File: config.mk
export PLATFORM = sky130hd
export DESIGN_NAME = mdu_iter
export DESIGN_NICKNAME = d
export VERILOG_FILES = /design/src/rtl/mdu_iter.sv
export SDC_FILE = /design/constraint.sdc
export NUM_CORES = 1
export LEC_CHECK = 0
export ABC_AREA = 1
export CAP_MARGIN = 25
export CORE_MARGIN = 2
export CORE_UTILIZATION = 46
export DETAILED_ROUTE_END_ITERATION = 16
export PLACE_DENSITY = 0.75
export SLEW_MARGIN = 20
export SYNTH_ARGS = -nofsm -noshare
export SYNTH_HDL_FRONTEND = slang
export SYNTH_SLANG_ARGS = --single-unit
File: constraint.sdc
create_clock -name clk -period 7.4 [get_ports clk]
set_input_delay 1.85 -clock clk [delete_from_list [all_inputs] [get_ports clk]]
set_output_delay 1.85 -clock clk [all_outputs]
set_load 0.02 [all_outputs]
File: src/rtl/mdu_iter.sv
// -----------------------------------------------------------------------------
// mdu_iter -- iterative multiply/divide unit sitting beside the execute ALU.
//
// Accepts MULT/MULTU/DIV/DIVU/MTHI/MTLO from execute over a valid/ready
// handshake and owns the architectural HI/LO registers. Multiply is a
// radix-2 shift-add, divide is radix-2 restoring; both run on operand
// magnitudes and apply the sign correction in a final FIX cycle. A flush
// cancels whatever is in flight without touching HI/LO.
//
// Optional build macro: MDU_FAST_MULT_EN
//   defined   : MULT/MULTU use a single-cycle array product (IDLE->FIX),
//               result one cycle after accept.
//   undefined : multiply takes the 32-cycle shift-add path (33-cycle latency).
//
// Ports:
//   clk       in   clock, all state on rising edge
//   reset     in   asynchronous active-high reset
//   op_valid  in   request present
//   op_ready  out  unit can accept (IDLE)
//   mdu_op    in   [2:0] 000 MULT, 001 MULTU, 010 DIV, 011 DIVU,
//                        100 MTHI, 101 MTLO, 11x no-op
//   src1      in   [31:0] rs: dividend / multiplicand / MTHI-MTLO data
//   src2      in   [31:0] rt: divisor / multiplier
//   flush     in   cancel current or incoming operation
//   busy      out  operation in flight (not IDLE)
//   done      out  one-cycle pulse, HI/LO hold the new result
//   hi, lo    out  [31:0] HI/LO registers
// -----------------------------------------------------------------------------
module mdu_iter #(
   parameter int ITER_CYCLES = 32
) (
   input  logic        clk,
   input  logic        reset,
   input  logic        op_valid,
   output logic        op_ready,
   input  logic [2:0]  mdu_op,
   input  logic [31:0] src1,
   input  logic [31:0] src2,
   input  logic        flush,
   output logic        busy,
   output logic        done,
   output logic [31:0] hi,
   output logic [31:0] lo
);

   typedef enum logic [1:0] {S_IDLE, S_ITER, S_FIX} state_t;

   localparam logic [4:0] LAST_CNT = 5'(ITER_CYCLES - 1);

   function automatic logic [31:0] cond_neg32(input logic [31:0] v, input logic neg);
      return neg ? (~v + 32'd1) : v;
   endfunction

   function automatic logic [63:0] cond_neg64(input logic [63:0] v, input logic neg);
      return neg ? (~v + 64'd1) : v;
   endfunction

   state_t      state_q, state_d;
   logic [4:0]  cnt_q, cnt_d;
   // Shared working register: multiply {upper partial, multiplier/low product},
   // divide {partial remainder, dividend/quotient}.
   logic [63:0] acc_q, acc_d;
   logic [31:0] opnd_q, opnd_d;     // multiplicand or divisor magnitude
   logic [31:0] s1raw_q, s1raw_d;   // raw dividend, returned on divide-by-zero
   logic        is_div_q, is_div_d;
   logic        neg_q, neg_d;       // product / quotient sign
   logic        rneg_q, rneg_d;     // remainder sign
   logic        dz_q, dz_d;
   logic [31:0] hi_q, hi_d;
   logic [31:0] lo_q, lo_d;
   logic        done_q, done_d;

   logic        accept;
   logic        signed_op;
   logic        s1_neg, s2_neg;
   logic [31:0] mag1, mag2;
   logic [32:0] mul_sum;
   logic [63:0] mul_next;
   logic [32:0] div_shift;
   logic        div_ge;
   logic [31:0] div_diff;
   logic [63:0] div_next;
`ifdef MDU_FAST_MULT_EN
   logic [63:0] fast_prod;
`endif

   assign accept    = op_valid && (state_q == S_IDLE) && !flush;
   assign signed_op = ~mdu_op[0];
   assign s1_neg    = signed_op & src1[31];
   assign s2_neg    = signed_op & src2[31];
   assign mag1      = cond_neg32(src1, s1_neg);
   assign mag2      = cond_neg32(src2, s2_neg);

   // Shift-add step: add multiplicand into the upper half when the current
   // multiplier bit (LSB) is set, then shift the 65-bit result right.
   assign mul_sum  = {1'b0, acc_q[63:32]} + (acc_q[0] ? {1'b0, opnd_q} : 33'd0);
   assign mul_next = {mul_sum, acc_q[31:1]};

   // Restoring divide step: bring the next dividend bit into the remainder
   // and subtract the divisor when it fits. The remainder stays below the
   // divisor, so a 32-bit difference is exact whenever div_ge holds.
   assign div_shift = {acc_q[63:32], acc_q[31]};
   assign div_ge    = div_shift >= {1'b0, opnd_q};
   assign div_diff  = div_shift[31:0] - opnd_q;
   assign div_next  = {(div_ge ? div_diff : div_shift[31:0]), acc_q[30:0], div_ge};

`ifdef MDU_FAST_MULT_EN
   assign fast_prod = {32'd0, mag1} * {32'd0, mag2};
`endif

   always_ff @(posedge clk or posedge reset) begin
      if (reset) begin
         state_q  <= S_IDLE;
         cnt_q    <= '0;
         acc_q    <= '0;
         opnd_q   <= '0;
         s1raw_q  <= '0;
         is_div_q <= 1'b0;
         neg_q    <= 1'b0;
         rneg_q   <= 1'b0;
         dz_q     <= 1'b0;
         hi_q     <= '0;
         lo_q     <= '0;
         done_q   <= 1'b0;
      end else begin
         state_q  <= state_d;
         cnt_q    <= cnt_d;
         acc_q    <= acc_d;
         opnd_q   <= opnd_d;
         s1raw_q  <= s1raw_d;
         is_div_q <= is_div_d;
         neg_q    <= neg_d;
         rneg_q   <= rneg_d;
         dz_q     <= dz_d;
         hi_q     <= hi_d;
         lo_q     <= lo_d;
         done_q   <= done_d;
      end
   end

   always_comb begin
      state_d  = state_q;
      cnt_d    = cnt_q;
      acc_d    = acc_q;
      opnd_d   = opnd_q;
      s1raw_d  = s1raw_q;
      is_div_d = is_div_q;
      neg_d    = neg_q;
      rneg_d   = rneg_q;
      dz_d     = dz_q;
      hi_d     = hi_q;
      lo_d     = lo_q;
      done_d   = 1'b0;

      case (state_q)
         S_IDLE: begin
            if (accept) begin
               case (mdu_op)
                  3'b000, 3'b001, 3'b010, 3'b011: begin
                     is_div_d = mdu_op[1];
                     neg_d    = s1_neg ^ s2_neg;
                     rneg_d   = s1_neg;
                     dz_d     = (src2 == 32'd0);
                     s1raw_d  = src1;
                     cnt_d    = '0;
                     state_d  = S_ITER;
                     if (mdu_op[1]) begin
                        acc_d  = {32'd0, mag1};
                        opnd_d = mag2;
                     end else begin
`ifdef MDU_FAST_MULT_EN
                        acc_d   = fast_prod;
                        opnd_d  = mag1;
                        state_d = S_FIX;
`else
                        acc_d  = {32'd0, mag2};
                        opnd_d = mag1;
`endif
                     end
                  end
                  3'b100:  hi_d = src1;
                  3'b101:  lo_d = src1;
                  default: ;
               endcase
            end
         end

         S_ITER: begin
            if (flush) begin
               state_d = S_IDLE;
            end else begin
               acc_d = is_div_q ? div_next : mul_next;
               cnt_d = cnt_q + 5'd1;
               if (cnt_q == LAST_CNT) begin
                  state_d = S_FIX;
               end
            end
         end

         S_FIX: begin
            state_d = S_IDLE;
            if (!flush) begin
               done_d = 1'b1;
               if (!is_div_q) begin
                  {hi_d, lo_d} = cond_neg64(acc_q, neg_q);
               end else if (dz_q) begin
                  hi_d = s1raw_q;
                  lo_d = 32'hFFFF_FFFF;
               end else begin
                  lo_d = cond_neg32(acc_q[31:0], neg_q);
                  hi_d = cond_neg32(acc_q[63:32], rneg_q);
               end
            end
         end

         default: state_d = S_IDLE;
      endcase
   end

   assign op_ready = (state_q == S_IDLE);
   assign busy     = (state_q != S_IDLE);
   assign done     = done_q;
   assign hi       = hi_q;
   assign lo       = lo_q;

endmodule

# Word-level counts from Yosys, hierarchy flattened
# Index checks and enable logic that the tools add are counted.
[totals]
register_bits = 204
latchBits = 0
ram_bits = 0
mem_bits_ro = 0
in_bits = 71
out_inout_bits = 67
elab_cells = 97
n_memories = 0
[classes]
n_addsub = 8
mul = 0
div_mod_pow = 0
magnitude_cmp = 1
eq_ne = 15
shift = 0
n_mux = 37
bitwise_logic = 9
reduce_logical = 15
[op_table]
columns = ["op", "n"]
rows = [
  ["32-bit two-way mux", 18],
  ["64-bit two-way mux", 5],
  ["32-bit by 1-bit adder with 32-bit output (second input constant)", 4],
  ["32-bit inverter", 4],
  ["32-bit one-hot mux with 2 select lines", 2],
  ["64-bit one-hot mux with 2 select lines", 1],
  ["64-bit by 1-bit adder with 64-bit output (second input constant)", 1],
  ["64-bit inverter", 1],
  ["32-bit by 32-bit adder with 33-bit output", 1],
  ["33-bit by 32-bit >= comparator with 1-bit output", 1],
  ["32-bit zero test", 1],
  ["32-bit subtractor", 1],
  ["5-bit two-way mux", 3],
  ["4-bit AND reduction", 3],
  ["5-bit one-hot mux with 2 select lines", 1],
  ["2-bit two-way mux", 4],
  ["2-bit by 1-bit inequality test with 1-bit output (second input constant)", 4],
  ["3-bit by 2-bit equality test with 1-bit output (second input constant)", 2],
  ["3-bit equality test (second input constant)", 2],
  ["3-bit AND reduction", 2],
  ["2-bit nonzero test", 3],
  ["5-bit by 1-bit adder with 5-bit output (second input constant)", 1],
  ["5-bit equality test (second input constant)", 1],
  ["2-bit inequality test (second input constant)", 2],
  ["other kinds (14)", 17],
]

# Logic depth before layout (Yosys ltp)
[logic_depth]
ltp_word = 7
ltp_mapped = 20
ltp_nobuf = 18

# Least setup slack after synthesis
# OpenSTA, ideal clock, no wires.
[synth_path]
kind = "input to register"
from = "input src2[0]"
to = "register acc_q[24]"
arrival_ns = 3.114
path_slack_ns = 4.209
stages = 11
n_path_buf = 0
cell_sequence = "inv_1 ha_1 nand2_1 nor2_1 nand3_1 nand2_1 xor2_1 inv_1 nand2_1 o211ai_1 a21oi_1"
[synth_between]
elab_chain_len = 7
[synth_rtl]
columns = ["item", "line", "text"]
rows = [
  ["start, declared", "38", "input logic [31:0] src2,"],
  ["32-bit inverter", "51", "return neg ? (~v + 32'd1) : v;"],
  ["32-bit by 1-bit adder with 32-bit output", "51", ""],
  ["32-bit two-way mux", "51", ""],
  ["32-bit two-way mux", "167", "if (mdu_op[1]) begin"],
  ["64-bit two-way mux", "158", "case (mdu_op)"],
  ["64-bit two-way mux", "157", "if (accept) begin"],
  ["64-bit one-hot mux with 2 select lines", "155", "case (state_q)"],
  ["end signal, assigned", "115", "acc_q <= '0;"],
  ["end signal, assigned", "128", "acc_q <= acc_d;"],
  ["end, declared", "62", "logic [63:0] acc_q, acc_d;"],
]
# Every way passes these cells. The select of a mux whose other input is x is not followed.
# A chain may end at the register's enable or synchronous reset.

# Final worst setup path
[layout_path]
from = "input src1[31]"
to = "register acc_q[3]"
[layout_between]
elab_chain_len = 6
[layout_rtl]
columns = ["item", "line", "text"]
rows = [
  ["start, declared", "37", "input logic [31:0] src1,"],
  ["1-bit AND", "89", "assign s1_neg = signed_op & src1[31];"],
  ["32-bit two-way mux", "51", ""],
  ["32-bit two-way mux", "167", ""],
  ["64-bit two-way mux", "158", ""],
  ["64-bit two-way mux", "157", ""],
  ["64-bit one-hot mux with 2 select lines", "155", ""],
]
# Every way passes these cells. The select of a mux whose other input is x is not followed.

==> impl_results.md <==
* Core Area at between 40000 and 50000 um2
* Min cycle time layout at between 4 and 5 ns
* HPWL Detailed at just over 70 mm
* VDD IR-drop max at about 180 uV
* Initial core utilization at roughly 47%
* Final setup violating endpoints at 0
* Initial antenna violation count at 2
* Peak per-stage delay on the critical path at approximately 0.8 ns
* Mapped Area at roughly 20000 um2
* Fmax at between 200 and 250 MHz
* Total GRT Usage at roughly two fifths
* Hold Slack at 0.4863 ns
* CP max stage cell: nor2_2
* Post-place instance area at about 22000 um2
* Synthesized flop and latch total at around 200
* CP Buf/Inv Count at 4
* HP Class: register to register
* Die Ht at around 210 um
* Clk_lat worst skew at roughly 0.55 ns
* Post-synthesis cell count at between 3000 and 4000
* CP top delay family: buffers and inverters
* Max Clock Skew at between 0.015 and 0.02 ns
* Die width at ~210 um
* Antenna cells at 0
* Synthesized Nets at 3568
* Total of max-cap violations at 0
* Final wirelength at approximately 89 mm
* 1st-pass router iterations at 6
* Root buffer cell: clkbuf_16
* Status: completed
* Hold-fix buffers, CTS at 0
* Ys Warns at 0
* Top cells by area, synth: dfrtp_1 (25%), nand2_1 (19%), nor2_1 (9.9%)
* Layout net count at approximately 3600
* Synth unique cells at 47
* Grt ovf at 0
* I/O Pins at 138
* Slew @ Worst Pin at 1.044 ns
* Share of the synthesized area in the top cell type at 25.47%
* Cell mode on critical path: inv_1
* Routability cong. at roughly 1.0
* CP Capture Type: register
* Ys async rst share at 100.0%
* I/O Buffers at 137
* CP Data Required Time at just under 8 ns
* Clock transition at path regs at approximately 0.07 ns
* Leak at approximately 11 nW
* Row count at 76
* Crit path cell chain: clkdlybuf4s50_1, inv_1, nor2_2, inv_1, a21oi_1, xor2_1, inv_1, nand2_1, o211ai_1, a31oi_1
* First-pass GRT wire length at between 100 and 150 mm
* Max Slew Vio Count at 0
* DR iter-0 viols at 3002
* Tot Pwr at ~8.2 mW
* Final Hold Fails at 0
* P&R area growth vs syn at 12.86%
* Clock Path Buffers at 3
* Die ar. at 45260 um2
* DR vias at around 24000
* Fill cells at 4549
* Avg Cell Area, Syn at slightly below 6 um2
* DRC violations left at 0
* CTS tree: done
* CP Class: input pin to register
* RSZ-0062 raised after global routing: no
* Post-CTS Setup Bufs at 0
* Most common library cells after synthesis: nand2_1 (996), nor2_1 (530), inv_1 (406)
* Leading area contributor after synthesis: dfrtp_1
* PD cells at around 360 nW/um2
* TritonCTS Buffers at 24
* Number of global-route vias before repair at approximately 21000
* Via density at a little under 6
* Largest net degree at the start of global routing at about 110
* Count leader, synth: nand2_1
* Worst-path fanout max at 28
* Share of cells above drive strength 1 at between 3 and 4%
* Slew HR at a little under a third
* Fin crit share at roughly 60%
* Clock sink count at between 200 and 250
* Total negative slack at 0 ns
* Sequential fraction of the synthesis area at about a quarter
* Design Area, Final at between 20000 and 25000 um2
* Number of flops mapped to enable cells by yosys at 0
* Main synth FF type: dfrtp_1
* H-tree depth at 1
* DR WL/cell at between 20 and 25 um
* Crit start category: input pin
* Resized cells post-CTS at 0
* Antenna viol nets, final at 0
* Crit path DAT at roughly 4.8 ns
==> registers in the layout (all words and copies together), names as in the netlist, 2 cells and up <==
name,flops
cnt_q,5
state_q,2
lo,32
hi,32
opnd_q,32
acc_q,64
s1raw_q,32
==> layout make-up <==
class	instances	area (um2)	area share, %
multi-input cells	2677	12830	56.73
flip-flops and latches	204	5106	22.57
inverters	418	1583	6.996
repair buffers	160	1569	6.935
well taps	585	732.0	3.235
clock buffers	37	730.7	3.230
clock inverters	6	68.82	0.3042
==> worst register-to-register path, delay by kind of cell, from the launching register on <==
kind,cells,cell delay (ns)
AO/OA/AOI/OAI,1,0.08
buffers and inverters,6,1.72
flip-flops,1,0.42
AND/OR/NAND/NOR,4,1.32
==> worst paths after layout <==
kind | end | depth (start not counted) | slack [ns] | startpoint
setup / recovery | acc_q[3] | 10 | 3.03 | src1[31]
hold / removal | s1raw_q[5] | 2 | 0.49 | s1raw_q[5]
setup reg to reg | acc_q[31] | 11 | 3.73 | state_q[0]
hold reg to reg | s1raw_q[5] | 2 | 0.49 | s1raw_q[5]
max in group asynchronous | opnd_q[20] | 3 | 4.62 | reset
min in group asynchronous | hi[23] | 2 | 1.74 | reset
==> cells in the final DEF, fill, tap and decap left out, types with 3 or more instances in the layout <==
| cell | instances |
|---|---|
| a21oi_1 | 230 |
| nand3_1 | 305 |
| a21oi_2 | 3 |
| clkbuf_16 | 25 |
| nor3_1 | 30 |
| o22ai_1 | 7 |
| and2_1 | 7 |
| o21a_1 | 3 |
| o21ai_1 | 8 |
| dfrtp_1 | 203 |
| nor2_1 | 528 |
| nor2_2 | 21 |
| nor2_4 | 5 |
| or2_2 | 3 |
| nand2_2 | 10 |
| clkbuf_1 | 6 |
| nand4_1 | 36 |
| buf_4 | 21 |
| o21bai_1 | 8 |
| o31ai_1 | 9 |
| a22oi_1 | 13 |
| ha_1 | 70 |
| o211ai_1 | 34 |
| o21ai_0 | 221 |
| a31oi_1 | 10 |
| clkbuf_8 | 6 |
| clkinv_4 | 3 |
| nand2_1 | 996 |
| o221ai_1 | 18 |
| clkdlybuf4s50_1 | 137 |
| inv_1 | 404 |
| nand3b_1 | 13 |
| inv_2 | 10 |
| xor2_1 | 59 |
| nand3_2 | 6 |
| xnor2_1 | 11 |
==> where the power goes <==
| part | internal [mW] | leakage [nW] | switching, mW | total [mW] |
|---|---|---|---|---|
| clock network | 0.714 | 0.389 | 0.527 | 1.24 |
| logic | 1.57 | 8.42 | 3.38 | 4.94 |
| registers | 1.42 | 2.43 | 0.590 | 2.01 |
==> per-layer routing <==
metal | wire (um) | global-route usage, % | vias to the layer above
met4 | 4621 | 17.99 | 6
li1 | - | - | 11150
met3 | 11340 | 9.987 | 245
met5 | 47 | 0 | -
met2 | 37410 | 57.78 | 1471
met1 | 36080 | 53.40 | 10960
==> cells by family after synthesis <==
| group | count (synthesis) | synth area share (%) |
|---|---|---|
| AND/OR/NAND/NOR | 1969 | 40.86 |
| AO/OA/AOI/OAI | 566 | 15.49 |
| buffers and inverters | 544 | 10.55 |
| flip-flops | 204 | 25.47 |
| adder cells (fa/ha/maj) | 72 | 4.569 |
| XOR/XNOR | 70 | 3.058 |
==> stage by stage <==
stage               cells  utilization [%]  worst slack, ns
finish               4087            52.52            3.030
global route         4087            52.52            2.835
CTS                  4087            52.52            3.137
detailed placement   4044            50.67            2.580
global placement     4043            50.62            2.599
floorplan            3425                -            2.906
(Power assumes the default switching activity.)
